**src/rtl/avalon_rr_arbiter.sv**
```systemverilog
// Two-requester round-robin arbiter sharing one Avalon-MM master path; one transfer per grant.
// Optional watchdog that forces completion of a stuck transfer: define ARB_TIMEOUT_EN.
module avalon_rr_arbiter #(
    parameter int unsigned ADDR_WIDTH     = 32,
    parameter int unsigned DATA_WIDTH     = 32,
    parameter int unsigned TIMEOUT_CYCLES = 256
) (
    input  logic                      iClk,
    input  logic                      iRst,
    // requester 0
    input  logic                      avalonRead0,
    input  logic                      avalonWrite0,
    input  logic [ADDR_WIDTH-1:0]     avalonAddr0,
    input  logic [DATA_WIDTH/8-1:0]   avalonBE0,
    input  logic [DATA_WIDTH-1:0]     avalonWriteData0,
    output logic                      avalonWaitReq0,
    output logic                      avalonReadValid0,
    output logic [DATA_WIDTH-1:0]     avalonReadData0,
    // requester 1
    input  logic                      avalonRead1,
    input  logic                      avalonWrite1,
    input  logic [ADDR_WIDTH-1:0]     avalonAddr1,
    input  logic [DATA_WIDTH/8-1:0]   avalonBE1,
    input  logic [DATA_WIDTH-1:0]     avalonWriteData1,
    output logic                      avalonWaitReq1,
    output logic                      avalonReadValid1,
    output logic [DATA_WIDTH-1:0]     avalonReadData1,
    // downstream master path
    output logic                      avmRead,
    output logic                      avmWrite,
    output logic [ADDR_WIDTH-1:0]     avmAddr,
    output logic [DATA_WIDTH/8-1:0]   avmBE,
    output logic [DATA_WIDTH-1:0]     avmWriteData,
    input  logic                      avmWaitReq,
    input  logic                      avmReadValid,
    input  logic [DATA_WIDTH-1:0]     avmReadData,
    // status
    output logic                      oGrant,
    output logic                      oBusy,
    output logic                      oTimeoutErr
);

    typedef enum logic [1:0] {
        S_IDLE  = 2'd0,
        S_XFER  = 2'd1,
        S_RDATA = 2'd2
    } state_e;

    state_e state_q, state_d;
    logic   grant_q, grant_d;

    logic                  req0_c, req1_c;
    logic                  wr_g_c, rd_g_c;
    logic                  busy_c;
    logic                  done_c, rvalid_c, timeout_c, at_limit_c;
    logic                  cpl0_c, cpl1_c;
    logic [DATA_WIDTH-1:0] rdata_c;

    // A write strobe takes priority over a simultaneous read strobe
    assign req0_c = avalonRead0 | avalonWrite0;
    assign req1_c = avalonRead1 | avalonWrite1;
    assign wr_g_c = grant_q ? avalonWrite1 : avalonWrite0;
    assign rd_g_c = (grant_q ? avalonRead1 : avalonRead0) & ~wr_g_c;
    assign busy_c = (state_q != S_IDLE);

    // Downstream command mux follows the registered grant
    assign avmAddr      = grant_q ? avalonAddr1      : avalonAddr0;
    assign avmBE        = grant_q ? avalonBE1        : avalonBE0;
    assign avmWriteData = grant_q ? avalonWriteData1 : avalonWriteData0;
    assign avmWrite     = (state_q == S_XFER) & wr_g_c;
    assign avmRead      = (state_q == S_XFER) & rd_g_c;

    // State register
    always_ff @(posedge iClk) begin
        if (iRst) begin
            state_q <= S_IDLE;
            grant_q <= 1'b1;
        end else begin
            state_q <= state_d;
            grant_q <= grant_d;
        end
    end

    // Arbitration, transfer sequencing and completion decode
    always_comb begin
        state_d   = state_q;
        grant_d   = grant_q;
        done_c    = 1'b0;
        rvalid_c  = 1'b0;
        timeout_c = 1'b0;
        rdata_c   = avmReadData;

        unique case (state_q)
            S_IDLE: begin
                if (req0_c && req1_c) begin
                    grant_d = ~grant_q;
                    state_d = S_XFER;
                end else if (req0_c) begin
                    grant_d = 1'b0;
                    state_d = S_XFER;
                end else if (req1_c) begin
                    grant_d = 1'b1;
                    state_d = S_XFER;
                end
            end
            S_XFER: begin
                if (wr_g_c) begin
                    if (!avmWaitReq) begin
                        done_c  = 1'b1;
                        state_d = S_IDLE;
                    end
                end else if (rd_g_c) begin
                    if (!avmWaitReq) begin
                        if (avmReadValid) begin
                            done_c   = 1'b1;
                            rvalid_c = 1'b1;
                            state_d  = S_IDLE;
                        end else begin
                            state_d = S_RDATA;
                        end
                    end
                end else begin
                    // Requester withdrew before acceptance: nothing to complete
                    state_d = S_IDLE;
                end
            end
            S_RDATA: begin
                if (avmReadValid) begin
                    done_c   = 1'b1;
                    rvalid_c = 1'b1;
                    state_d  = S_IDLE;
                end
            end
            default: begin
                state_d = S_IDLE;
            end
        endcase

        // A genuine completion in the limit cycle wins over the watchdog
        timeout_c = at_limit_c & ~done_c;
        if (timeout_c) begin
            done_c   = 1'b1;
            rvalid_c = (state_q == S_RDATA) | rd_g_c;
            rdata_c  = DATA_WIDTH'(32'hDEADBEEF);
            state_d  = S_IDLE;
        end
    end

    // Completion is routed only to the granted port
    assign cpl0_c = busy_c & ~grant_q & done_c;
    assign cpl1_c = busy_c &  grant_q & done_c;

    assign avalonWaitReq0   = req0_c & ~cpl0_c;
    assign avalonWaitReq1   = req1_c & ~cpl1_c;
    assign avalonReadValid0 = cpl0_c & rvalid_c;
    assign avalonReadValid1 = cpl1_c & rvalid_c;
    assign avalonReadData0  = grant_q ? '0 : rdata_c;
    assign avalonReadData1  = grant_q ? rdata_c : '0;

    assign oGrant = grant_q;
    assign oBusy  = busy_c;

`ifdef ARB_TIMEOUT_EN
    localparam int unsigned CNT_W = $clog2(TIMEOUT_CYCLES + 1);

    logic [CNT_W-1:0] cnt_q, cnt_d;
    logic             err_q, err_d;

    // Counter sits at zero in IDLE, so every XFER entry starts from a clean count
    always_comb begin
        cnt_d      = busy_c ? (cnt_q + CNT_W'(1)) : '0;
        err_d      = err_q | timeout_c;
        at_limit_c = busy_c & (cnt_q == CNT_W'(TIMEOUT_CYCLES - 1));
    end

    always_ff @(posedge iClk) begin
        if (iRst) begin
            cnt_q <= '0;
            err_q <= 1'b0;
        end else begin
            cnt_q <= cnt_d;
            err_q <= err_d;
        end
    end

    assign oTimeoutErr = err_q;
`else
    // Without the watchdog the limit has no effect
    logic unused_timeout_cfg;
    assign unused_timeout_cfg = ^TIMEOUT_CYCLES;
    assign at_limit_c         = 1'b0;
    assign oTimeoutErr        = 1'b0;
`endif

endmodule

```
**config.mk**
```make
export PLATFORM = sky130hd
export DESIGN_NAME = avalon_rr_arbiter
export DESIGN_NICKNAME = d
export VERILOG_FILES = /design/src/rtl/avalon_rr_arbiter.sv
export SDC_FILE = /design/constraint.sdc
export NUM_CORES = 1
export LEC_CHECK = 0
export ABC_AREA = 1
export BUFFER_PORTS_ARGS = -buffer_cell sky130_fd_sc_hd__buf_2
export CORE_AREA = 2 2 124 126
export CTS_BUF_LIST = sky130_fd_sc_hd__clkbuf_8
export CTS_CLUSTER_SIZE = 14
export DETAILED_ROUTE_END_ITERATION = 8
export DIE_AREA = 0 0 126 128
export HOLD_SLACK_MARGIN = 0.06
export PLACE_DENSITY_LB_ADDON = 0.1
export SLEW_MARGIN = 20
export SYNTH_ARGS = -nofsm -noshare
export SYNTH_HDL_FRONTEND = slang
export SYNTH_SLANG_ARGS = --single-unit
```
**constraint.sdc**
```tcl
create_clock -name iClk -period 1.7 [get_ports iClk]
set_input_delay 0.34 -clock iClk [delete_from_list [all_inputs] [get_ports iClk]]
set_output_delay 0.34 -clock iClk [all_outputs]
set_load 0.005 [all_outputs]
```
== Word-level counts from Yosys, hierarchy flattened ==
Cells that the tools add are included.
Cells by class
  muxes and demuxes: 28
  equal/unequal tests: 6
  bitwise gates (word level): 17
  reductions and logical operators: 6
Operator list (number)
  $mux W32: 4
  $mux W2: 9
  $and A1 B1 Y1: 11
  $mux W1: 11
  $ne A3 B3 Y1 const B: 2
  $pmux W2 S3: 1
  $mux W4: 1
  $ne A4 B4 Y1 const B: 1
  $not A1 Y1: 4
  $pmux W1 S2: 2
  $reduce_and A4 Y1: 1
  $reduce_bool A3 Y1: 1
  $eq A2 B1 Y1 const B: 1
  $eq A2 B2 Y1 const B: 1
  $logic_not A2 Y1: 1
  $ne A2 B2 Y1 const B: 1
  $or A1 B1 Y1: 2
  $reduce_and A2 Y1: 1
  $reduce_bool A2 Y1: 1
  $logic_and A1 B1 Y1: 1
Storage, ports and cells
  output and inout bits: 141
  register bits: 3

== Depth between registers and ports, before layout ==
Gate-level depths: netlist of run 1.
  word-level depth: 9
  depth in mapped cells: 10

== Worst setup path before layout of run 1 ==
OpenSTA, ideal clock, no wires.
  path type: flip-flop to output port
  start: register grant_q, in the netlist oGrant
  end: output port avalonReadValid0
  setup slack: 0.328 ns
  data arrival time: 1.032 ns
  buffers on the path: 1
  cell stages (with the launch flop): 8
  cells stage by stage: dfxtp_1 > buf_4 > nand2_2 > nand2_2 > nand4_1 > nand2_1 > nand3_1 > nor2_1
On the way
  cells in the longest elaborated chain, start to end: 8
  elaborated cells on any way between the ends: 13
  classes of those cells: mux (7); bitwise (6)
Ends and longest elaborated chain
  from (decl): line 50  | logic grant_q, grant_d;
  from (signal assigned): line 80  | grant_q <= grant_d;
  $mux W1: line 62  | assign wr_g_c = grant_q ? avalonWrite1 : avalonWrite0;
  $not A1 Y1: line 63  | assign rd_g_c = (grant_q ? avalonRead1 : avalonRead0) & ~wr_g_c;
  $and A1 B1 Y1: line 63
  $mux W1: line 112  | end else if (rd_g_c) begin
  $mux W1: line 107  | if (wr_g_c) begin
  $pmux W1 S2: line 93  | unique case (state_q)
  $and A1 B1 Y1: line 150  | assign cpl0_c = busy_c & ~grant_q & done_c;
  $and A1 B1 Y1 *: line 155  | assign avalonReadValid0 = cpl0_c & rvalid_c;
  to (decl): line 17  | output logic avalonReadValid0,
Mark *: on every way between the ends. The rest lies on a longest branch, timed or not.

== Final worst setup path of run 1 ==
  start: register grant_q, in the netlist oGrant
  end: output port avalonWaitReq1
On the way
  cells in the longest elaborated chain, start to end: 9
  elaborated cells on any way between the ends: 11
  classes of those cells: mux (5); bitwise (6)
Ends and longest elaborated chain
  $mux W1: line 62
  $not A1 Y1: line 63
  $and A1 B1 Y1: line 63
  $mux W1: line 112
  $mux W1: line 107
  $pmux W1 S2: line 93
  $and A1 B1 Y1 *: line 151  | assign cpl1_c = busy_c & grant_q & done_c;
  $not A1 Y1 *: line 154  | assign avalonWaitReq1 = req1_c & ~cpl1_c;
  $and A1 B1 Y1 *: line 154
  to (decl): line 25  | output logic avalonWaitReq1,
Marked as above.

==> results of run 1 <==
metal layers:
layer / vias up / GRT usage, %
met5: - / 0
met4: 2 / 2.07
met3: 11 / 4.01
met2: 214 / 23.2
met1: 1411 / 12.7
li1: 1791 / -
what timing repair did:
item                       CTS  global route
setup buffers                3             0
pin swaps                    8             7
gates cloned                 1             0
setup endpoints to repair   58            58
hold buffers                 0             0
gates resized for setup     16            12
layout by cell type (no fill, tap or decap), drive strengths merged:
cell type    n
nor2        40
nand2      259
nand4        1
dfxtp        3
clkbuf       4
conb         1
a21oi        2
o311ai       1
buf        324
inv         81
o21ai        1
nand3        6
ha           4
registers in the layout, indices dropped and copies added (netlist names):
| signal | cells |
|---|---|
| oGrant | 1 |
| state_q | 2 |
cell usage after synthesis:
library cell	n	area share [%]
o21ai_0	1	0.29
nor2_1	39	8.5
ha_1	4	2.9
dfxtp_1	3	3.5
inv_1	79	17
nand4_1	1	0.36
nand2_2	3	1.1
inv_2	1	0.22
a21oi_1	1	0.29
conb_1	1	0.22
nor2_2	1	0.36
o311ai_0	1	0.51
buf_2	9	2.6
nand2_1	256	56
buf_4	2	0.88
a21oi_2	1	0.51
clkbuf_1	12	2.6
nand3_1	6	1.8
critical path: stages (launching register included):
cell and delay, ps:
dfxtp_4 390, inv_4 50, nand2_2 50, nand2_2 70, inv_2 50, nand4_1 110
nand2_2 120, nand3_2 80, nand2_1 80, inv_1 40, buf_2 120
where the power goes:
part | internal, uW | switching, uW | total (uW)
clock network | 155 | 56.4 | 211
logic | 1070 | 1320 | 2390
registers | 98.6 | 31.0 | 130
total | 1320 | 1410 | 2730
per-stage QoR:
step	util, %	worst slack [ps]
final	24.8	-28.7
after global routing	24.8	-124
after CTS	24.6	-58.9
after detailed placement	23.5	90.8
after global placement	23.5	78.0
after floorplan	-	328
cell families (layout without fill, tap and decap cells):
kind of cell               Yosys count  count (layout)
other                                1               1
and+or+nand+nor                    306             306
DFF                                  3               3
AOI/OAI and AO/OA                    4               4
adders and majority gates            4               4
buffers and inverters              103             409
layout make-up:
type / count / share of cell area [%]
tap: 188 / 6.39
sequential: 3 / 1.87
clock buffer: 3 / 1.12
clock inverter: 1 / 0.102
timing repair buffer: 325 / 46.7
inverter: 80 / 8.29
multi-input combinational: 315 / 35.6
worst min-delay path by stage:
stage,from,endpoint,slack [ps],depth (start not counted)
2_1_floorplan,iRst,state_q[0],400,1
3_3_place_gp,state_q[0],state_q[0],480,2
3_5_place_dp,state_q[0],state_q[0],480,2
4_1_cts,iRst,state_q[0],300,2
5_1_grt,iRst,state_q[0],310,2
6_report,iRst,state_q[0],300,2
==> summary.txt, run 1 <==
Outcome
  – Status: finished with violations
  – Failing checks: setup timing

Route
  – Via/cell ratio: approximately 3.7
  – DR DRC count: 0
  – Met3 WL post-DR: approximately 1300 um
  – Post-Route WL: 10,700 um
  – Wl on met1: 3830 um
  – WL/cell: 11.7 um
  – Max layer used: met5
  – DRT antenna net count: 0
  – Pre-antenna DRT Iters: 4
  – WL met2: roughly 5500 um
  – Vias: roughly 3,400
  – Initial drt markers: 86

Floorplan
  – Die area: around 16,000 um2
  – Io pins: roughly 320
  – Core area: between 10,000 and 15,000 um2
  – Die height: 128 um
  – Std cell rows: between 40 and 50
  – Die extent in x: around 130 um
  – Starting Density: between 10% and 20%

Run
  – Max-cap violations: 0

STA
  – RSZ-0062 raised after global routing: yes
  – Hold Slack: 297 ps
  – Skew final: roughly 5.9 ps
  – Final Hold Vio Count: 0
  – Fmax: ~580 MHz
  – Setup TNS: -55.3 ps
  – Max Slew Vio Count: 0
  – Period Utilization, post-route: 102%
  – Final worst slack: -28.7 ps
  – Final setup fails: 4
  – Final worst path period need: 1730 ps

Critical path
  – Reg2Reg Setup Slack: between 400 and 500 ps
  – Crit Path Class: register to output pin
  – Required time worst endpoint: approximately 1400 ps
  – Worst Reg2Reg Path Length in Cells: 9
  – Max FO, Critical Path: 6
  – Startpoint Class: register
  – Worst Setup SP: oGrant
  – Setup crit end kind: output pin
  – FF-to-FF Start: state_q[0]
  – Crit path DAT: ~1400 ps
  – RR Endpoint: state_q[1]
  – CP endpoint: avalonWaitReq1

Yosys
  – Post-synthesis area per instance: a little over 4 um2
  – Synth Area in Compound Gates: under 10%
  – Main combinational cell family by area after synthesis: simple AND/OR/NAND/NOR gates
  – Mux cell area share after synthesis: 0%
  – Syn nets: between 600 and 700
  – Post-Syn Instances: 421
  – Adder-cell share of the synthesized area: 2.92%
  – YS warnings: 0
  – Unique masters post-synth: 18
  – Area of the mapped netlist: about 1700 um2
  – XOR/XNOR Fraction of Synth Area: 0%
  – Synth Area in Simple Gates: between 60% and 70%
  – Number of synthesized register bits: 3
  – Seq/Total Area, Yosys: 3.50%

Pwr
  – Cell Pwr Density: 742 nW/um2
  – Peak supply drop: between 0.0003 and 0.0004 V
  – LEAKAGE: around 0.0028 uW
  – Total power: approximately 2700 uW

Cells and area
  – Sequential cell area: 68.8 um2
  – Layout Cells excl Fill: 915
  – Layout cell share with drive strength beyond 1: 48.4%
  – Fillers: 1,818
  – Ant diodes: 0
  – Final Cell Area: 3680 um2
  – Multi-input logic area: approximately 1300 um2
  – Nets: between 900 and 1,000
  – Area Growth Syn to Fin: 115%

Placement
  – Gp weighted congestion: between 0.7 and 0.8
  – IO buf count: between 300 and 400
  – Placed Area: roughly 3500 um2
  – Placed Instances: roughly 900
  – DP Wirelength: 9120 um

CTS
  – Total CTS buffers: 3
  – Clk buf depth: 2
  – Clock root buffer: clkbuf_8
  – Clk sinks: 3
  – H-tree levels: 1
  – CTS tree: done
  – Clk slew on worst S/H paths: 40 ps
  – Worst skew pair latency: 220 ps

Worst hold path
  – Hold Crit Class: primary input to register

Global routing
  – Vias in the first global route: about 3,100
  – Total GRT Usage: a little under an eighth
  – First-pass GRT wire length: ~16,000 um
  – Total grt overflow: 0
  – Initial antenna violation count: 1
  – Largest net degree at the start of global routing: just over 80
Note: power is estimated with default switching activity, not from simulation.
==> run 2: changes to the inputs <==
Settings changed: CORE_AREA 2 2 124 126 to 2 2 123 125, DIE_AREA 0 0 126 128 to 0 0 125 127, SLEW_MARGIN 20 to 30.
Clock period 1.7 ns to 2.2 ns, I/O delays scaled along.
==> summary.txt, run 2 (synthesized netlist as in run 1, its figures left out) <==
Placement
  – Gp weighted congestion: 0.857 (was 0.797)
  – DP Wirelength: 9440 um (was 9120 um)
  – Placed Area: 3480 um2 (was 3500 um2)
  – IO buf count: 315 (unchanged)

Cells and area
  – Most frequent cells in the layout: 315 x buf_2, 256 x nand2_1, 80 x inv_1 (was 315 x buf_2, 252 x nand2_1, 77 x inv_1)
  – Largest Register: state_q (unchanged)
  – Layout cell share with drive strength beyond 1: 45.6% (was 48.4%)
  – Nets: 902 (was 908)
  – Commonest non-fill, non-tap cell in the layout: buf_2 (unchanged)
  – Ant diodes: 0 (unchanged)
  – Max reg flops: 2 (unchanged)
  – Area Growth Syn to Fin: 105% (was 115%)
  – Final Cell Area: 3520 um2 (was 3680 um2)

Critical path
  – Required time worst endpoint: 1760 ps (was 1360 ps)
  – Most used cell, CP: nand2_1 (was nand2_2)
  – Worst Setup SP: oGrant (unchanged)
  – Critical path, cell by cell: inv_2, buf_4, nand2_1, nand2_1, buf_2 (was inv_4, nand2_2, nand2_2, inv_2, nand4_1, nand2_2, nand3_2, nand2_1, inv_1, buf_2)
  – Max FO, Critical Path: 62 (was 6)
  – Highest cell delay on the worst timing path: 490 ps (was 390 ps)
  – Reg2Reg Setup Slack: 950 ps (was 410 ps)
  – Crit path DAT: 1530 ps (was 1390 ps)
  – Worst Reg2Reg Path Length in Cells: 7 (was 9)
  – CP endpoint: avmWriteData[9] (was avalonWaitReq1)
  – Startpoint Class: register (unchanged)
  – FF-to-FF Start: state_q[1] (was state_q[0])
  – Slowest stage cell, crit path: buf_4 (was dfxtp_4)
  – Crit Path Class: register to output pin (unchanged)
  – Setup crit end kind: output pin (unchanged)
  – RR Endpoint: state_q[0] (was state_q[1])

CTS
  – CTS Hold Bufs: 0 (unchanged)
  – # resized after CTS: 0 (was 16)
  – Clk sinks: 3 (unchanged)
  – Clock root buffer: clkbuf_8 (unchanged)
  – CTS tree: done (unchanged)
  – Total CTS buffers: 3 (unchanged)
  – Post-CTS Setup Bufs: 0 (was 3)
  – Clk slew on worst S/H paths: 30 ps (was 40 ps)
  – H-tree levels: 1 (unchanged)
  – Clk buf depth: 2 (unchanged)
  – Worst skew pair latency: 220 ps (about the same)

STA
  – Fmax: 508 MHz
  – Measured slew at the worst slew-check pin: 615 ps
  – RSZ-0062 raised after global routing: no (was yes)
  – Max Slew Vio Count: 0 (unchanged)
  – Final worst path period need: between 1500 and 2000 ps
  – Final setup fails: 0 (was 4)
  – Final Hold Vio Count: 0 (unchanged)
  – Skew final: 4.14 ps (was 5.89 ps)
  – Worst slew margin: 59.0%
  – Period Utilization, post-route: 89.5%
  – Setup TNS: 0 ps (was -55.3 ps)

Global routing
  – Total GRT Usage: 12.4% (was 12.0%)
  – Initial antenna violation count: 0 (was 1)
  – Vias in the first global route: 3,183 (was 3,135)
  – Total grt overflow: 0 (unchanged)
  – First-pass GRT wire length: 16,000 um (was 15,700 um)
  – Largest net degree at the start of global routing: 78 (was 81)

Route
  – Post-Route WL: 10,700 um (about the same)
  – WL/cell: 11.9 um (was 11.7 um)
  – Initial drt markers: 75 (was 86)
  – Vias: 3,347 (was 3,429)
  – Pre-antenna DRT Iters: 4 (unchanged)
  – DRT antenna net count: 0 (unchanged)
  – DR DRC count: 0 (unchanged)
  – Via/cell ratio: 3.70 (was 3.75)

Pwr
  – LEAKAGE: 0.00272 uW (was 0.00277 uW)
  – Peak supply drop: 0.000252 V (was 0.000354 V)
  – Cell Pwr Density: 551 nW/um2 (was 742 nW/um2)

Worst hold path
  – Hold Crit Class: primary input to register (unchanged)

Floorplan
  – Die extent in x: 125 um (was 126 um)
  – Core area: 14,400 um2 (was 14,900 um2)
  – Starting Density: 11.9% (was 11.5%)
  – Die height: 127 um (was 128 um)
  – Io pins: 317 (unchanged)
  – Die area: 15,900 um2 (was 16,100 um2)
  – Std cell rows: 44 (was 45)

Run
  – Max-cap violations: 0 (unchanged)

Outcome
  – Status: finished, final reports clean (was finished with violations)
[run 2: cell types whose count changed in the layout (fill, tap and decap cells not counted), sizes merged]
cell / delta
clkbuf: -1
buf: -5
[run 2: area by class of cell]
| type | count | area (um2) |
|---|---|---|
| fill | 1744 | 10900 |
| timing repair buffer | 319 | 1630 |
| multi-input combinational | 315 | 1250 |
| inverter | 80 | 300 |
| tap | 184 | 230 |
| sequential | 3 | 63.8 |
| clock buffer | 3 | 41.3 |
| clock inverter | 1 | 3.75 |
[run 2: power by group]
part	switching (uW)	internal, uW	total [uW]
sequential	20.3	72.2	92.5
combinational	965	725	1690
clock	37.3	119	156
total	1020	916	1940
[run 2: worst min path at each step]
stage / from / end / depth (start not counted)
2_1_floorplan: state_q[0] / state_q[0] / 2
3_3_place_gp: state_q[0] / state_q[0] / 2
3_5_place_dp: state_q[0] / state_q[0] / 2
4_1_cts: iRst / state_q[0] / 2
5_1_grt: iRst / state_q[0] / 2
6_report: iRst / state_q[0] / 2
[run 2: per-stage QoR]
step	instances	util [%]	setup WS (ps)	hold slack, ps	power (uW)
final	905	24.4	232	422	1940
after floorplan	421	-	728	459	944
after detailed placement	901	24.1	410	498	1840
after global routing	905	24.4	51.2	425	2190
after global placement	901	24.1	414	483	1830
after CTS	905	24.4	212	425	2000
[run 2: critical path, delay by kind of cell, from the launching register on]
kind,cells,cell delay (ps)
and+or+nand+nor,2,220
buffers and inverters,3,680
DFF,1,370
[run 2: routing by layer]
metal	track usage (%)	share of wire (%)	vias up	routed length (um)
li1	-	-	1776	-
met1	12.0	34	1377	3680
met2	24.8	53	190	5660
met3	4.77	12	4	1300
met4	2.16	0.88	0	94
met5	0	0	-	0
